[config.mk]
export PLATFORM = sky130hd
export DESIGN_NAME = alu_mc
export DESIGN_NICKNAME = d
export VERILOG_FILES = /design/src/rtl/alu_mc.sv
export SDC_FILE = /design/constraint.sdc
export NUM_CORES = 1
export LEC_CHECK = 0
export BUFFER_PORTS_ARGS = -buffer_cell sky130_fd_sc_hd__clkbuf_2
export CORE_MARGIN = 2
export CORE_UTILIZATION = 35
export CTS_BUF_LIST = sky130_fd_sc_hd__clkbuf_8
export CTS_CLUSTER_SIZE = 14
export DETAILED_ROUTE_END_ITERATION = 12
export MAX_ROUTING_LAYER = met4
export PLACE_DENSITY_LB_ADDON = 0.15
export SLEW_MARGIN = 20
export SYNTH_ARGS = -nofsm -noshare
export SYNTH_HDL_FRONTEND = slang
export SYNTH_SLANG_ARGS = --single-unit
[constraint.sdc]
create_clock -name clk -period 6.7 [get_ports clk]
set_input_delay 1.34 -clock clk [delete_from_list [all_inputs] [get_ports clk]]
set_output_delay 1.34 -clock clk [all_outputs]
set_load 0.02 [all_outputs]
[src/rtl/alu_mc.sv]
// alu_mc: multi-cycle ALU with a valid/ready request and result handshake.
// Single-cycle ops (ADD..SRA and pass-through codes) finish one cycle after
// acceptance. MUL/DIVU/REMU are iterative and exist only when the macro
// ALU_MC_MULDIV_EN is defined. Without it, codes 10-12 behave as pass-through.
module alu_mc #(
    parameter int DATA_WIDTH = 32,
    parameter int CTRL_WIDTH = 4
) (
    input  logic                  clk,
    input  logic                  rst_n,
    input  logic                  in_valid,
    output logic                  in_ready,
    input  logic [DATA_WIDTH-1:0] op_a,
    input  logic [DATA_WIDTH-1:0] op_b,
    input  logic [CTRL_WIDTH-1:0] ctrl,
    output logic                  out_valid,
    input  logic                  out_ready,
    output logic [DATA_WIDTH-1:0] result,
    output logic                  eq,
    output logic                  busy
);

    localparam int SHW = $clog2(DATA_WIDTH);

    localparam logic [CTRL_WIDTH-1:0] OP_ADD  = CTRL_WIDTH'(0);
    localparam logic [CTRL_WIDTH-1:0] OP_SUB  = CTRL_WIDTH'(1);
    localparam logic [CTRL_WIDTH-1:0] OP_AND  = CTRL_WIDTH'(2);
    localparam logic [CTRL_WIDTH-1:0] OP_OR   = CTRL_WIDTH'(3);
    localparam logic [CTRL_WIDTH-1:0] OP_XOR  = CTRL_WIDTH'(4);
    localparam logic [CTRL_WIDTH-1:0] OP_SLT  = CTRL_WIDTH'(5);
    localparam logic [CTRL_WIDTH-1:0] OP_SLTU = CTRL_WIDTH'(6);
    localparam logic [CTRL_WIDTH-1:0] OP_SLL  = CTRL_WIDTH'(7);
    localparam logic [CTRL_WIDTH-1:0] OP_SRL  = CTRL_WIDTH'(8);
    localparam logic [CTRL_WIDTH-1:0] OP_SRA  = CTRL_WIDTH'(9);

`ifdef ALU_MC_MULDIV_EN
    localparam logic [CTRL_WIDTH-1:0] OP_MUL  = CTRL_WIDTH'(10);
    localparam logic [CTRL_WIDTH-1:0] OP_DIVU = CTRL_WIDTH'(11);
    localparam logic [CTRL_WIDTH-1:0] OP_REMU = CTRL_WIDTH'(12);
    localparam int CNT_W = $clog2(DATA_WIDTH + 1);

    typedef enum logic [1:0] {S_IDLE, S_CALC, S_DONE} state_t;
`else
    typedef enum logic [1:0] {S_IDLE, S_DONE} state_t;
`endif

    state_t                r_state;
    logic                  r_out_valid;
    logic [DATA_WIDTH-1:0] r_result;
    logic                  r_eq;

    logic [SHW-1:0]        w_shamt;
    logic                  w_slt;
    logic                  w_sltu;
    logic [DATA_WIDTH-1:0] w_quick;

`ifdef ALU_MC_MULDIV_EN
    // r_a: multiplicand (MUL) or dividend/quotient shift register (DIV/REM)
    // r_b: multiplier (MUL) or divisor (DIV/REM)
    // r_rem: product accumulator (MUL) or partial remainder (DIV/REM)
    logic [DATA_WIDTH-1:0] r_a;
    logic [DATA_WIDTH-1:0] r_b;
    logic [DATA_WIDTH-1:0] r_rem;
    logic [CTRL_WIDTH-1:0] r_op;
    logic                  r_eq_hold;
    logic [CNT_W-1:0]      r_cnt;

    logic                  w_is_iter;
    logic [DATA_WIDTH:0]   w_shift;
    logic [DATA_WIDTH:0]   w_sub;
    logic                  w_ge;

    assign w_is_iter = (ctrl == OP_MUL) || (ctrl == OP_DIVU) || (ctrl == OP_REMU);
    // One restoring-divide step: shift in the next dividend bit, try to subtract.
    assign w_shift   = {r_rem, r_a[DATA_WIDTH-1]};
    assign w_sub     = w_shift - {1'b0, r_b};
    assign w_ge      = ~w_sub[DATA_WIDTH];
`endif

    assign in_ready  = rst_n && (r_state == S_IDLE);
    assign busy      = (r_state != S_IDLE);
    assign out_valid = r_out_valid;
    assign result    = r_result;
    assign eq        = r_eq;

    assign w_shamt = op_b[SHW-1:0];
    assign w_slt   = $signed(op_a) < $signed(op_b);
    assign w_sltu  = op_a < op_b;

    // Single-cycle result computed straight from the request operands.
    always_comb begin
        w_quick = op_a;
        case (ctrl)
            OP_ADD:  w_quick = op_a + op_b;
            OP_SUB:  w_quick = op_a - op_b;
            OP_AND:  w_quick = op_a & op_b;
            OP_OR:   w_quick = op_a | op_b;
            OP_XOR:  w_quick = op_a ^ op_b;
            OP_SLT:  w_quick = {{(DATA_WIDTH-1){1'b0}}, w_slt};
            OP_SLTU: w_quick = {{(DATA_WIDTH-1){1'b0}}, w_sltu};
            OP_SLL:  w_quick = op_a << w_shamt;
            OP_SRL:  w_quick = op_a >> w_shamt;
            OP_SRA:  w_quick = $unsigned($signed(op_a) >>> w_shamt);
            default: w_quick = op_a;
        endcase
    end

    // Control FSM with registered outputs and the iterative mul/div datapath.
    always_ff @(posedge clk) begin
        if (!rst_n) begin
            r_state     <= S_IDLE;
            r_out_valid <= 1'b0;
            r_result    <= '0;
            r_eq        <= 1'b0;
`ifdef ALU_MC_MULDIV_EN
            r_cnt       <= '0;
`endif
        end else begin
            case (r_state)
                S_IDLE: begin
                    if (in_valid) begin
`ifdef ALU_MC_MULDIV_EN
                        if (w_is_iter) begin
                            r_state   <= S_CALC;
                            r_a       <= op_a;
                            r_b       <= op_b;
                            r_op      <= ctrl;
                            r_rem     <= '0;
                            r_cnt     <= '0;
                            r_eq_hold <= (op_a == op_b);
                        end else begin
                            r_state     <= S_DONE;
                            r_out_valid <= 1'b1;
                            r_result    <= w_quick;
                            r_eq        <= (op_a == op_b);
                        end
`else
                        r_state     <= S_DONE;
                        r_out_valid <= 1'b1;
                        r_result    <= w_quick;
                        r_eq        <= (op_a == op_b);
`endif
                    end
                end
`ifdef ALU_MC_MULDIV_EN
                S_CALC: begin
                    if (r_cnt == CNT_W'(DATA_WIDTH)) begin
                        // All bits processed: publish the result.
                        r_state     <= S_DONE;
                        r_out_valid <= 1'b1;
                        r_eq        <= r_eq_hold;
                        r_result    <= (r_op == OP_DIVU) ? r_a : r_rem;
                    end else begin
                        r_cnt <= r_cnt + CNT_W'(1);
                        if (r_op == OP_MUL) begin
                            if (r_b[0]) begin
                                r_rem <= r_rem + r_a;
                            end
                            r_a <= r_a << 1;
                            r_b <= r_b >> 1;
                        end else begin
                            // Divide by zero naturally yields all-ones / op_a.
                            r_a   <= {r_a[DATA_WIDTH-2:0], w_ge};
                            r_rem <= w_ge ? w_sub[DATA_WIDTH-1:0] : w_shift[DATA_WIDTH-1:0];
                        end
                    end
                end
`endif
                S_DONE: begin
                    if (out_ready) begin
                        r_state     <= S_IDLE;
                        r_out_valid <= 1'b0;
                    end
                end
                default: begin
                    r_state     <= S_IDLE;
                    r_out_valid <= 1'b0;
                end
            endcase
        end
    end

endmodule
# Word level (Yosys, flattened, before mapping)
# Cells that the tools add are included.
# totals
ff_bits	36
latch_bits	0
ram_bits	0
mem_bits_ro	0
inputBits	72
out_inout_bits	36
word_cells	40
memories	0
# op_classes
n_addsub	2
n_mul	0
div	0
magnitude_cmp	2
n_eq_ne	13
shift	3
muxes	7
n_bitwise	3
n_reduce_logical	6
# op_table
cell	n
$pmux W32 S10	1
$lt A32 B32 Y1	2
$add A32 B32 Y32	1
$and A32 B32 Y32	1
$eq A32 B32 Y1	1
$or A32 B32 Y32	1
$shl A32 B5 Y32	1
$shr A32 B5 Y32	1
$sshr A32 B5 Y32	1
$sub A32 B32 Y32	1
$xor A32 B32 Y32	1
$eq A4 B3 Y1 const B	4
$eq A4 B2 Y1 const B	2
$eq A4 B4 Y1 const B	2
$eq A4 B1 Y1 const B	1
$logic_not A4 Y1	1
$mux W2	2
$ne A2 B2 Y1 const B	2
$pmux W2 S2	1
$reduce_and A2 Y1	2
$eq A2 B1 Y1 const B	1
$logic_not A2 Y1	1
$mux W1	2
$pmux W1 S2	1
2 further kinds	2

# Logic depth before layout (Yosys ltp)
# depth
word_depth	3
ltp_mapped	15
mapped_depth_nobuf	13

# Worst setup path after synthesis
# Ideal clock, no wire load.
# synth_path
kind	input -> register
start	input port op_b[2]
end	register r_result[31] (netlist: result[31])
setup_ps	58
arrival_time_ps	4472
t_required_ps	6642
slack_ps	2170
stages	15
n_path_buf	4
cell_sequence	clkbuf_1 -> inv_2 -> buf_1 -> clkbuf_1 -> ha_1 -> buf_4 -> o211a_1 -> a21oi_2 -> a211oi_1 -> o2111a_1 -> o21ai_1 -> nand3_1 -> a311o_1 -> a211o_1 -> nand2_1
# synth_between
elab_chain_cells	2
word_cells_on_any_way	6
classes_between	add/sub: 2; shift: 3; mux: 1
# synth_lines
item	line	rtl
from (decl)	14	input logic [DATA_WIDTH-1:0] op_b,
$sub A32 B32 Y32 (tied with other cells)	95	OP_SUB: w_quick = op_a - op_b;
$pmux W32 S10 *	93	case (ctrl)
to (signal assigned)	140	r_result <= w_quick;
to (decl)	49	logic [DATA_WIDTH-1:0] r_result;
# Mark *: on every way between the ends. The rest lies on a longest branch, timed or not.
# A chain may end at the register's enable or synchronous reset.

# Worst setup path after layout
# layout_path
start	input port op_b[0]
end	register r_result[1] (netlist: result[1])
# Same word-level chain as after synthesis.

==> impl_metrics.env <==
export IMPL_worst_r2r_endpoint="result[6]$_SDFFE_PN0P_"
export IMPL_start_util_pct=35.5
export IMPL_routed_wl_um=48700
export IMPL_core_sq_mm=0.0287
export IMPL_period_needed_ns=4.42
export IMPL_finalNetCount=1601
export IMPL_ys_seq_area_share_pct=6.69
export IMPL_grt_max_degree=69
export IMPL_cts_tree="built"
export IMPL_seqCellArea_sq_um=681
export IMPL_path_clk_slew_ns=0.08
export IMPL_whs_endpoint="result[2]$_SDFFE_PN0P_"
export IMPL_hp_class="reg2reg"
export IMPL_cts_path_max_buffers=2
export IMPL_syn_avg_cell_area_sq_um=7.20
export IMPL_status="finished clean"
export IMPL_finalClockSkew_ns=0.0115
export IMPL_vdd_drop_max_mv=0.0913
export IMPL_synthDistinctLibCells=88
export IMPL_antenna_left=0
export IMPL_die_h_um=175
export IMPL_setup_tns_ns=0
export IMPL_drive_gt1_share_pct=16.7
export IMPL_cts_resized=0
export IMPL_critPathMaxFanout=41
export IMPL_grt_pass1_wl_um=71500
export IMPL_intPower_w=0.000645
export IMPL_insertion_delay_ns=0.31
export IMPL_num_rows=62
export IMPL_antenna_found_initial=1
export IMPL_h_tree_depth=2
export IMPL_critPathArrivalTime_ns=4.59
export IMPL_use_met3_pct=3.32
export IMPL_die_area_sq_mm=0.0305
export IMPL_cts_buffers=5
export IMPL_crit_path_end_kind="flip-flop"
export IMPL_synth_edf_count=0
export IMPL_power_share_sequential_pct=17.3
export IMPL_combPwrFrac_pct=68.1
export IMPL_rsz0062_at_grt="false"
export IMPL_fillers=3127
export IMPL_dp_hpwl_um=37000
export IMPL_worst_r2r_path_depth=7
export IMPL_drc=0
export IMPL_clockPowerShare_pct=14.6
export IMPL_grt_pass1_vias=10900
export IMPL_post_drt_wl_per_cell_um=26.8
export IMPL_slew_headroom_pct=29.9
export IMPL_multi_input_area_sq_mm=0.00858
export IMPL_synth_area_sq_mm=0.0102
export IMPL_crit_required_ns=6.87
export IMPL_max_freq_ghz=0.226
export IMPL_p_sw_share_pct=52.4
export IMPL_clock_sinks=34
export IMPL_dr_total_vias=12000
export IMPL_finalCritPeriodShare_pct=66.0
export IMPL_hp_start="result[2]$_SDFFE_PN0P_"
export IMPL_p_sw_w=0.000711
export IMPL_drtPass1Iterations=6
export IMPL_ys_seq_elements=34
export IMPL_async_reset_ff_share_pct=0
export IMPL_critPathLaunchType="primary input"
export IMPL_first_iter_violations=1684
export IMPL_grt_total_usage_pct=31.6
export IMPL_layout_setup_ws_ns=2.28
export IMPL_drv_slew=0
export IMPL_ios=108
export IMPL_pre_cts_slack_ns=2.00
export IMPL_whs_path_depth=2
export IMPL_viasPerCell=6.58
export IMPL_gp_congestion=1.04
export IMPL_use_met2_pct=47.6
export IMPL_r2r_slack_ns=4.17
export IMPL_postCtsHoldBufs=0
export IMPL_setup_worst_path_class="in2reg"
export IMPL_area_delta_synth_final_pct=7.63
export IMPL_worst_slew_pin_slew_ns=1.05
export IMPL_powerDensity_mw_per_mm2=124
export IMPL_r2r_start="out_valid$_SDFFE_PN0P_"
export IMPL_max_cap_violations=0
export IMPL_met1_usage_pct=44.3
export IMPL_ys_warn_count=0
export IMPL_gr_total_overflow=0
export IMPL_leakage_nw=4.60
export IMPL_syn_inst=1415
export IMPL_setup_viol=0
export IMPL_ys_flop_type="dfxtp_1"
export IMPL_io_buffers=107
export IMPL_post_cts_buffers=0
export IMPL_hold_viol_final=0
export IMPL_die_w_um=175
export IMPL_cts_root_buf="clkbuf_8"
export IMPL_synth_fp_nets=1586
export IMPL_grt_busiest_layer="met2"
## how the worst max path moves through the flow
stage	start	endpoint	slack, ns	cells past startpoint
after floorplan	op_b[2]	result[31]$_SDFFE_PN0P_	2.17	15
after global placement	op_b[0]	result[10]$_SDFFE_PN0P_	1.94	10
after detailed placement	op_b[0]	result[10]$_SDFFE_PN0P_	2.00	10
after CTS	op_b[0]	result[10]$_SDFFE_PN0P_	2.31	10
after global routing	op_b[0]	result[10]$_SDFFE_PN0P_	2.06	10
final	op_b[0]	result[1]$_SDFFE_PN0P_	2.28	10
## per-layer routing
| layer | share of wire, % | wire length, um |
|---|---|---|
| met5 | 0 | 0 |
| met4 | 2.9 | 1410 |
| met3 | 9.6 | 4660 |
| met2 | 44 | 21600 |
| met1 | 43 | 21000 |
## area by class of cell
cell class | instances | area share, %
Antenna cell | 1 | 0.0228
Clock buffer | 8 | 1.00
Inverter | 97 | 3.32
Multi-Input combinational cell | 1159 | 78.3
Sequential cell | 34 | 6.21
Tap cell | 384 | 4.38
Timing Repair Buffer | 133 | 6.71
## Yosys cell counts, drive strengths merged (13+ instances only)
| master | instances | area [sq um] |
|---|---|---|
| a211oi | 16 | 120 |
| a21o | 21 | 158 |
| a21oi | 156 | 788 |
| a221o | 15 | 150 |
| a221oi | 25 | 231 |
| a31oi | 20 | 125 |
| buf | 51 | 294 |
| clkbuf | 74 | 278 |
| dfxtp | 34 | 681 |
| ha | 97 | 1210 |
| inv | 97 | 364 |
| mux2 | 17 | 191 |
| mux2i | 36 | 364 |
| mux4 | 53 | 1210 |
| nand2 | 91 | 342 |
| nand3 | 35 | 180 |
| nor2 | 167 | 629 |
| nor3 | 50 | 255 |
| nor4 | 13 | 81.3 |
| o211ai | 22 | 165 |
| o21ai | 98 | 498 |
| o31ai | 16 | 135 |
| xnor2 | 21 | 184 |
## cell families after synthesis
| family | after synthesis | synth area share, % |
|---|---|---|
| buf+inv | 222 | 9.19 |
| fa+ha+maj | 99 | 12.3 |
| compound gates | 519 | 34.2 |
| flops | 34 | 6.69 |
| mux | 106 | 17.3 |
| simple gates | 412 | 18.3 |
| xor+xnor | 23 | 1.98 |
## layout by cell type (no fill, tap or decap), types with 11 or more instances in the layout
cell | Yosys | layout
nand2_1 | 91 | 91
buf_4 | 9 | 28
a21o_1 | 21 | 21
o21bai_1 | 11 | 11
a21oi_1 | 154 | 154
a221oi_1 | 23 | 23
nor3_1 | 49 | 47
a22oi_1 | 11 | 11
xnor2_1 | 21 | 21
a211oi_1 | 16 | 16
mux4_2 | 49 | 49
a221o_1 | 15 | 15
o31ai_1 | 13 | 13
inv_1 | 96 | 96
o211ai_1 | 22 | 22
nor4_1 | 13 | 13
nand3_1 | 34 | 34
a211o_1 | 12 | 12
o21ai_0 | 92 | 91
clkbuf_2 | 0 | 105
o221ai_1 | 11 | 11
mux2i_1 | 35 | 35
nor2_1 | 166 | 165
dfxtp_1 | 34 | 34
mux2_2 | 17 | 17
a31oi_1 | 20 | 20
ha_1 | 97 | 97
## power by group through the flow
stage / combinational (W) / sequential (W) / clock, W
detailed placement: 0.000893 / 0.000239 / 0
CTS: 0.000898 / 0.000234 / 0.000199
finish: 0.000924 / 0.000235 / 0.000198
global route: 0.000983 / 0.000235 / 0.000204
global placement: 0.000900 / 0.000239 / 0
floorplan: 0.000587 / 0.000253 / 0
## through the flow
stage	std cells	power [W]	hold WS (ns)	utilization [%]	instance area, sq um
2_1_floorplan	1415	0.000840	0.539	-	10200
3_3_place_gp	1807	0.00114	0.452	37.8	10800
3_5_place_dp	1807	0.00113	0.462	37.8	10800
4_1_cts	1815	0.00133	0.474	38.2	11000
5_1_grt	1815	0.00142	0.501	38.2	11000
6_report	1816	0.00136	0.470	38.2	11000
## critical path, cell delays in order
cell and delay, ns:
buf_4 0.41, buf_4 0.60, mux2_2 0.41, mux2i_1 0.28, mux2_2 0.25, nor2_1 0.04, a21oi_1 0.19, a211oi_1 0.18
a2111oi_0 0.69, o31ai_1 0.15
## registers in the layout (all words and copies together) (netlist names)
name       count
out_valid      1
eq             1
result        32
Note: power is estimated with default switching activity, not from simulation.
